**src/rtl/mux_arb_pkg.sv**
```systemverilog
// Shared constants for the two-requester mux arbiter: state encoding and
// default hold-limit sizing.
package mux_arb_pkg;

  localparam logic [1:0] ST_IDLE = 2'b00;
  localparam logic [1:0] ST_OWN0 = 2'b01;
  localparam logic [1:0] ST_OWN1 = 2'b10;

  localparam int DEF_HOLD_MAX = 8;
  localparam int DEF_CNT_W    = 4;

  function automatic logic is_own(input logic [1:0] st);
    return (st == ST_OWN0) || (st == ST_OWN1);
  endfunction

endpackage

```
**src/rtl/mux_arb_hold_cnt.sv**
```systemverilog
// Hold counter for the current grant owner: clears on entry, counts up while
// the owner keeps the grant, saturates and flags terminal count at HOLD_MAX-1.
module mux_arb_hold_cnt
  import mux_arb_pkg::*;
#(
  parameter int HOLD_MAX = DEF_HOLD_MAX,
  parameter int CNT_W    = DEF_CNT_W
) (
  input  logic             clk,
  input  logic             rst,
  input  logic             clr,
  input  logic             inc,
  output logic [CNT_W-1:0] cnt,
  output logic             tc
);

  localparam logic [CNT_W-1:0] TC_VAL = CNT_W'(HOLD_MAX - 1);

  logic [CNT_W-1:0] cnt_q;
  logic [CNT_W-1:0] cnt_d;

  always_comb begin
    cnt_d = cnt_q;
    if (clr) begin
      cnt_d = '0;
    end else if (inc && (cnt_q != TC_VAL)) begin
      cnt_d = cnt_q + 1'b1;
    end
  end

  always_ff @(posedge clk or posedge rst) begin
    if (rst) begin
      cnt_q <= '0;
    end else begin
      cnt_q <= cnt_d;
    end
  end

  assign cnt = cnt_q;
  assign tc  = (cnt_q == TC_VAL);

endmodule

```
**src/rtl/mux_arbiter.sv**
```systemverilog
// Round-robin arbiter owning the select line of a shared two-input mux;
// one-hot registered grants with a hold limit against monopolisation.
//
//   state | meaning
//   IDLE  | no grant; sel keeps its last value
//   OWN0  | requester 0 granted, sel=0
//   OWN1  | requester 1 granted, sel=1
module mux_arbiter
  import mux_arb_pkg::*;
#(
  parameter int HOLD_MAX = DEF_HOLD_MAX,
  parameter int CNT_W    = DEF_CNT_W
) (
  input  logic clk,
  input  logic rst,
  input  logic req0,
  input  logic req1,
  output logic gnt0,
  output logic gnt1,
  output logic sel,
  output logic busy
);

  logic [1:0]       state_q;
  logic [1:0]       state_d;
  logic             last_q;
  logic             last_d;
  logic             sel_q;
  logic             sel_d;
  logic             entering;
  logic             cnt_inc;
  logic             hold_tc;
  logic [CNT_W-1:0] hold_cnt;

  always_comb begin
    state_d = state_q;
    case (state_q)
      ST_IDLE: begin
        if (req0 && req1) begin
          state_d = last_q ? ST_OWN0 : ST_OWN1;
        end else if (req0) begin
          state_d = ST_OWN0;
        end else if (req1) begin
          state_d = ST_OWN1;
        end
      end
      // Release wins over preemption when both apply in the same cycle.
      ST_OWN0: begin
        if (!req0) begin
          state_d = req1 ? ST_OWN1 : ST_IDLE;
        end else if (hold_tc && req1) begin
          state_d = ST_OWN1;
        end
      end
      ST_OWN1: begin
        if (!req1) begin
          state_d = req0 ? ST_OWN0 : ST_IDLE;
        end else if (hold_tc && req0) begin
          state_d = ST_OWN0;
        end
      end
      default: state_d = ST_IDLE;
    endcase
  end

  always_comb begin
    entering = is_own(state_d) && (state_d != state_q);
    cnt_inc  = is_own(state_q) && (state_d == state_q);
    last_d   = last_q;
    sel_d    = sel_q;
    if (entering) begin
      last_d = (state_d == ST_OWN1);
      sel_d  = (state_d == ST_OWN1);
    end
  end

  mux_arb_hold_cnt #(
    .HOLD_MAX (HOLD_MAX),
    .CNT_W    (CNT_W)
  ) u_hold_cnt (
    .clk (clk),
    .rst (rst),
    .clr (entering),
    .inc (cnt_inc),
    .cnt (hold_cnt),
    .tc  (hold_tc)
  );

  // last resets to 1 so requester 0 wins the first tie.
  always_ff @(posedge clk or posedge rst) begin
    if (rst) begin
      state_q <= ST_IDLE;
      last_q  <= 1'b1;
      sel_q   <= 1'b0;
    end else begin
      state_q <= state_d;
      last_q  <= last_d;
      sel_q   <= sel_d;
    end
  end

  assign gnt0 = (state_q == ST_OWN0);
  assign gnt1 = (state_q == ST_OWN1);
  assign busy = (state_q != ST_IDLE);
  assign sel  = sel_q;

  logic unused_cnt;
  assign unused_cnt = ^hold_cnt;

endmodule

```
**config.mk**
```make
export PLATFORM = sky130hd
export DESIGN_NAME = mux_arbiter
export DESIGN_NICKNAME = d
export VERILOG_FILES = /design/src/rtl/mux_arb_pkg.sv /design/src/rtl/mux_arb_hold_cnt.sv /design/src/rtl/mux_arbiter.sv
export SDC_FILE = /design/constraint.sdc
export NUM_CORES = 1
export LEC_CHECK = 0
export CAP_MARGIN = 20
export CORE_MARGIN = 5
export CORE_UTILIZATION = 30
export DETAILED_ROUTE_END_ITERATION = 8
export PLACE_DENSITY = 0.49
export SLEW_MARGIN = 5
export SYNTH_ARGS = -nofsm -noshare
export SYNTH_HDL_FRONTEND = slang
export SYNTH_SLANG_ARGS = --single-unit
export TNS_END_PERCENT = 1
```
**constraint.sdc**
```tcl
create_clock -name clk -period 2.96 [get_ports clk]
set_input_delay 0.592 -clock clk [delete_from_list [all_inputs] [get_ports clk]]
set_output_delay 0.592 -clock clk [all_outputs]
set_load 0.01 [all_outputs]
```
Yosys cells after proc, flatten, opt, wreduce, memory -nomap -nowiden --
Index checks and enable logic that the tools add are counted.
Storage, ports and cells: output and inout port bits 4, register bits 8, logic and storage cells 37
Cells by class: multiplexer cells 13, add/sub/neg operators 1, equality and inequality tests 8, reduce and logical (&&, ||, !) cells 11
Operators with widths (number):
- $mux 2 | 9
- $mux 4 | 2
- $logic_and 1x1->1 | 6
- $pmux 2 s3 | 1
- $add 4x1->4 const B | 1
- $eq 2x1->1 const B | 2
- $eq 2x2->1 const B | 2
- $eq 4x3->1 const B | 1
- $ne 4x3->1 const B | 1
- $reduce_bool 2->1 | 2
- $eq 2x2->1 | 1
- $logic_not 2->1 | 1
- $logic_or 1x1->1 | 2
- $ne 2x2->1 | 1
- $mux 1 | 1

Logic depth before layout (Yosys ltp) --
word-level depth 10, gate-level depth with buffers 9, mapped depth without buffers 9

By module --
Synthesis repeated with hierarchy kept, for this count alone.
Second synthesis, totals: cells, all modules 75, area, all modules 654.4 um2
Modules (own cells, without submodules):
- mux_arbiter | cells each 54, times used 1, seq. area each 101.3 um2, area each 439.2 um2
- mux_arb_hold_cnt | cells each 21, times used 1, seq. area each 100.1 um2, area each 215.2 um2

Worst setup path before layout --
Ideal clock, no wire load.
kind reg2reg, start point reg state_q[1], end point reg u_hold_cnt.cnt_q[0], in the netlist u_hold_cnt.cnt[0], data required time 2.839 ns, clock period less this slack 2.691 ns, data arrival time 2.570 ns, cell stages (with the launch flop) 9, slack 0.269 ns, buffers on the path 0, path through dfrtp_1 inv_1 ha_1 a21oi_2 a2111o_1 a311o_1 a211oi_4 mux2_4 a22o_1
Between the ends: elaborated cells between the ends (all ways) 22
RTL lines:
- start, declared | line mux_arbiter.sv:24 | logic [1:0] state_q;
- start signal, assigned | line mux_arbiter.sv:96 | state_q <= state_d;
- $eq 2x1->1 *
- via gnt0 | line mux_arbiter.sv:18 | output logic gnt0,
- $pmux 2 s3 | line mux_arbiter.sv:37 | case (state_q)
- $eq 2x1->1, or another cell as far along | line mux_arb_pkg.sv:13 | return (st == ST_OWN0) || (st == ST_OWN1);
- $logic_or 1x1->1 / $logic_and 1x1->1 (equally long branches) | line mux_arb_pkg.sv:13, mux_arbiter.sv:68
- $logic_and 1x1->1 (on tied branches) | line mux_arbiter.sv:67, mux_arb_hold_cnt.sv:26
- $mux 4 / $reduce_bool 2->1 (equally long branches)
- end signal, assigned | line mux_arb_hold_cnt.sv:35 | cnt_q <= cnt_d;
- end, declared | line mux_arb_hold_cnt.sv:19 | logic [CNT_W-1:0] cnt_q;
The timed path passes the listed nets; every way through them passes the cells marked *. A chain may end at the register's enable or synchronous reset.

Worst setup path in the final report --
start point reg state_q[1], end point reg sel_q, in the netlist sel
Between the ends: cells in the longest elaborated chain, start to end 7, elaborated cells between the ends (all ways) 16
RTL lines:
- $mux 2 | line mux_arbiter.sv:43 | end else if (req1) begin
- $mux 2 | line mux_arbiter.sv:41 | end else if (req0) begin
- $mux 2 | line mux_arbiter.sv:39 | if (req0 && req1) begin
- $pmux 2 s3 | line mux_arbiter.sv:37
- $eq 2x1->1 / $eq 2x2->1 (equally long branches) | line mux_arb_pkg.sv:13, mux_arbiter.sv:73
- $logic_or 1x1->1 | line mux_arb_pkg.sv:13
- $logic_and 1x1->1 | line mux_arbiter.sv:67 | entering = is_own(state_d) && (state_d != state_q);
- end signal, assigned | line mux_arbiter.sv:98 | sel_q <= sel_d;
- end, declared | line mux_arbiter.sv:28 | logic sel_q;
Parallel ways exist; a longest one is shown, timed or not.

==> run_results.csv <==
group,metric,value,unit
run_status,status,"finished clean",
clock_network,ctsHtreeMaxLevel,1,
place,dpl_cell_area,828,sq um
layout,drive_gt1_share,26.7,%
die,start_util,31.0,%
routing,viasPerCell,5.25,
logic_synthesis,ys_seq_area_share,29.7,%
die,die_height,57.6,um
power,total_power,0.000962,W
layout,multi_input_area,439,sq um
logic_synthesis,synth_async_sr_flop_share,100,%
clock_network,cts_resized,0,
routing,drc,0,
logic_synthesis,netlist_instances,69,
clock_network,cts_made_buffers,3,
worst_setup_path,cp-end-kind,"register",
hold_path,min_path_type,"reg2reg",
worst_setup_path,r2r_end,"sel",
die,die_area,3320,sq um
layout,fin_area,855,sq um
logic_synthesis,synth.top_cell.area_share,25.8,%
layout,seq_area,201,sq um
power,pwr_density_cell,1130,nW/um^2
logic_synthesis,synth.area.top_cells,"dfrtp_1 26%, ha_1 11%, mux2_1 5.0%",
power,swShare,40.3,%
routing,wl_met3,49,um
power,p_leak,0.392,nW
sta,skew,0.0116,ns
global_route,grt.total_usage,9.51,%
worst_setup_path,arrival,2.91,ns
clock_network,cts_tree,"done",
power,seqPwrFrac,20.6,%
layout,n_fill_cell,219,
sta,setup_viol_count_final,0,
routing,ant_nets,0,
global_route,antenna_found_initial,0,
worst_setup_path,r2r-start,"state_q[1]",
worst_setup_path,cp_data_required_time,3.09,ns
power,p_switching,0.000388,W
worst_setup_path,crit_fanout,7,
clock_network,cts-root-buf,"clkbuf_4",
logic_synthesis,syn_nets,79,
sta,drv_slew,0,
clock_network,path_clk_slew,0.05,ns
routing,wl_per_cell,12.9,um
global_route,overflow,0,
sta,grt_setup_unrepaired,"false",
die,die_width,57.6,um
worst_setup_path,r2r_slack,0.18,ns
routing,drt-total-wl,1480,um
logic_synthesis,yosys_register_bits,8,
worst_setup_path,cp_cell_sequence,"inv_1 > ha_1 > a21oi_2 > a2111o_1 > a311o_1 > a211oi_4 > buf_4 > nor2_2 > mux2_1",
sta,fmax,0.359,GHz
global_route,grt_pass1_vias,576,
sta,timing.final.crit_share,94.0,%
power,clkPwrFrac,9.6,%
layout,n_antenna_cell,0,
worst_setup_path,critPathBufInv,2,
hold_path,whs_path_depth,1,
routing,via_count,598,
place,gp_congestion,0.773,
die,std_cell_rows,17,
routing,firstDrtPassIters,4,
clock_network,cts_hold_buffers,0,
worst_setup_path,cpMaxStageDelayCell,"dfrtp_1",
worst_setup_path,start_kind,"register",
logic_synthesis,yosysUniqueCellTypes,38,
die,core-area,2190,sq um
logic_synthesis,yosys_warnings,0,
logic_synthesis,syn_area,679,sq um
job,max_cap_violations,0,
global_route,grt_max_degree,10,
power,intPower,0.000574,W
clock_network,clk_latency,0.26,ns
logic_synthesis,avgSynthCellArea,9.85,sq um
layout,fin_nets,97,
layout,area_growth,25.8,%
routing,drtIter0Drc,10,
worst_setup_path,cp.depth,9,
hold_path,holdPathEnd,"sel",
worst_setup_path,reg2regPathDepth,9,
sta,worst_pin_slew,0.383,ns
clock_network,clock-sinks,8,
routing,met1_length,675,um
sta,period_minus_slack,2.78,ns
worst_setup_path,max_stage_delay,0.45,ns
logic_synthesis,synth_flop_cell,"dfrtp_1",
die,ioPinCount,8,
place,dp_hpwl,1170,um
routing,dr_wl_met2,720,um
hold_path,hp-start,"sel",
power,ir_worst_vdd,0.000494,V
clock_network,cts_buffer_depth,2,
place,portBuffers,7,
global_route,grt_pass1_wl,2480,um
logic_synthesis,synth_edf_count,0,
worst_setup_path,worstSetupPathType,"reg2reg",
worst_setup_path,crit_family,"compound AO/OA/AOI/OAI gates",
sta,slew_headroom,74.3,%
power,pwr-share-comb,69.8,%
clock_network,post_cts_buffers,0,
routing,dr.max_layer_used,"met4",
logic_synthesis,synth_area_leader_cell,"dfrtp_1",
sta,hold_viol,0,
==> power groups by stage <==
stage	logic (W)	clock network (W)	registers, W
global placement	0.000670	0	0.000198
finish	0.000672	0.0000927	0.000198
detailed placement	0.000672	0	0.000199
CTS	0.000675	0.0000960	0.000198
global route	0.000739	0.000102	0.000204
floorplan	0.000443	0	0.000189
==> cells by family after synthesis <==
group,synth area share [%]
AOI/OAI and AO/OA,25.8
and+or+nand+nor,19.2
buffers and inverters,5.71
DFF,29.7
muxes,8.65
adders and majority gates,11.0
==> worst max-delay path by stage <==
stage	from	endpoint	slack, ns
6_report	state_q[1]	sel	0.18
5_1_grt	state_q[1]	sel	0.07
3_3_place_gp	req1	u_hold_cnt.cnt[0]	-0.06
3_5_place_dp	req0	u_hold_cnt.cnt[0]	-0.08
4_1_cts	req0	sel	0.18
2_1_floorplan	state_q[1]	u_hold_cnt.cnt[0]	0.27
==> cells in the mapped netlist, types with 2 or more instances <==
library cell and n:
a211oi_1 2, a22o_1 3, a31oi_1 2, dfrtp_1 7, ha_1 6, inv_1 6, mux2_1 3, nand2_1 4
nand3b_1 2, nand4_1 2, nor2_1 5
==> layout by cell type, fill, tap and decap left out, types with 2 or more instances in the layout <==
cell type	n
buf_4	8
clkdlybuf4s50_1	7
dfrtp_1	7
inv_1	6
ha_1	6
nor2_1	5
nand2_1	4
mux2_1	3
a22o_1	3
clkbuf_4	3
a31oi_1	2
nand3b_1	2
a211oi_1	2
nand4_1	2
==> area by class of cell <==
class / instances / area share [%]
inverter: 6 / 2.64
sequential: 8 / 23.6
tap: 28 / 4.10
multi-input combinational: 53 / 51.4
clock buffer: 4 / 3.07
timing repair buffer: 15 / 15.2
==> flip-flops by register name (all words and copies together), names as in the netlist <==
register	flops
sel	1
state_q	2
last_q	1
u_hold_cnt.cnt	4
==> per-stage QoR <==
step / instances / utilization [%] / TNS [ns] / hold slack [ns] / worst slack [ns]
after global routing: 114 / 39.0 / 0 / 0.545 / 0.0741
after CTS: 114 / 39.0 / 0 / 0.521 / 0.179
after detailed placement: 110 / 37.8 / -0.305 / 0.479 / -0.0837
final: 114 / 39.0 / 0 / 0.510 / 0.177
after global placement: 110 / 37.8 / -0.179 / 0.476 / -0.0574
after floorplan: 69 / - / 0 / 0.407 / 0.269
==> per-layer routing <==
| metal | global-route usage, % | up-vias |
|---|---|---|
| li1 | - | 294 |
| met1 | 11.2 | 292 |
| met5 | 0 | - |
| met4 | 5.96 | 0 |
| met2 | 15.6 | 8 |
| met3 | 1.81 | 4 |
Note: power is estimated with default switching activity, not from simulation.
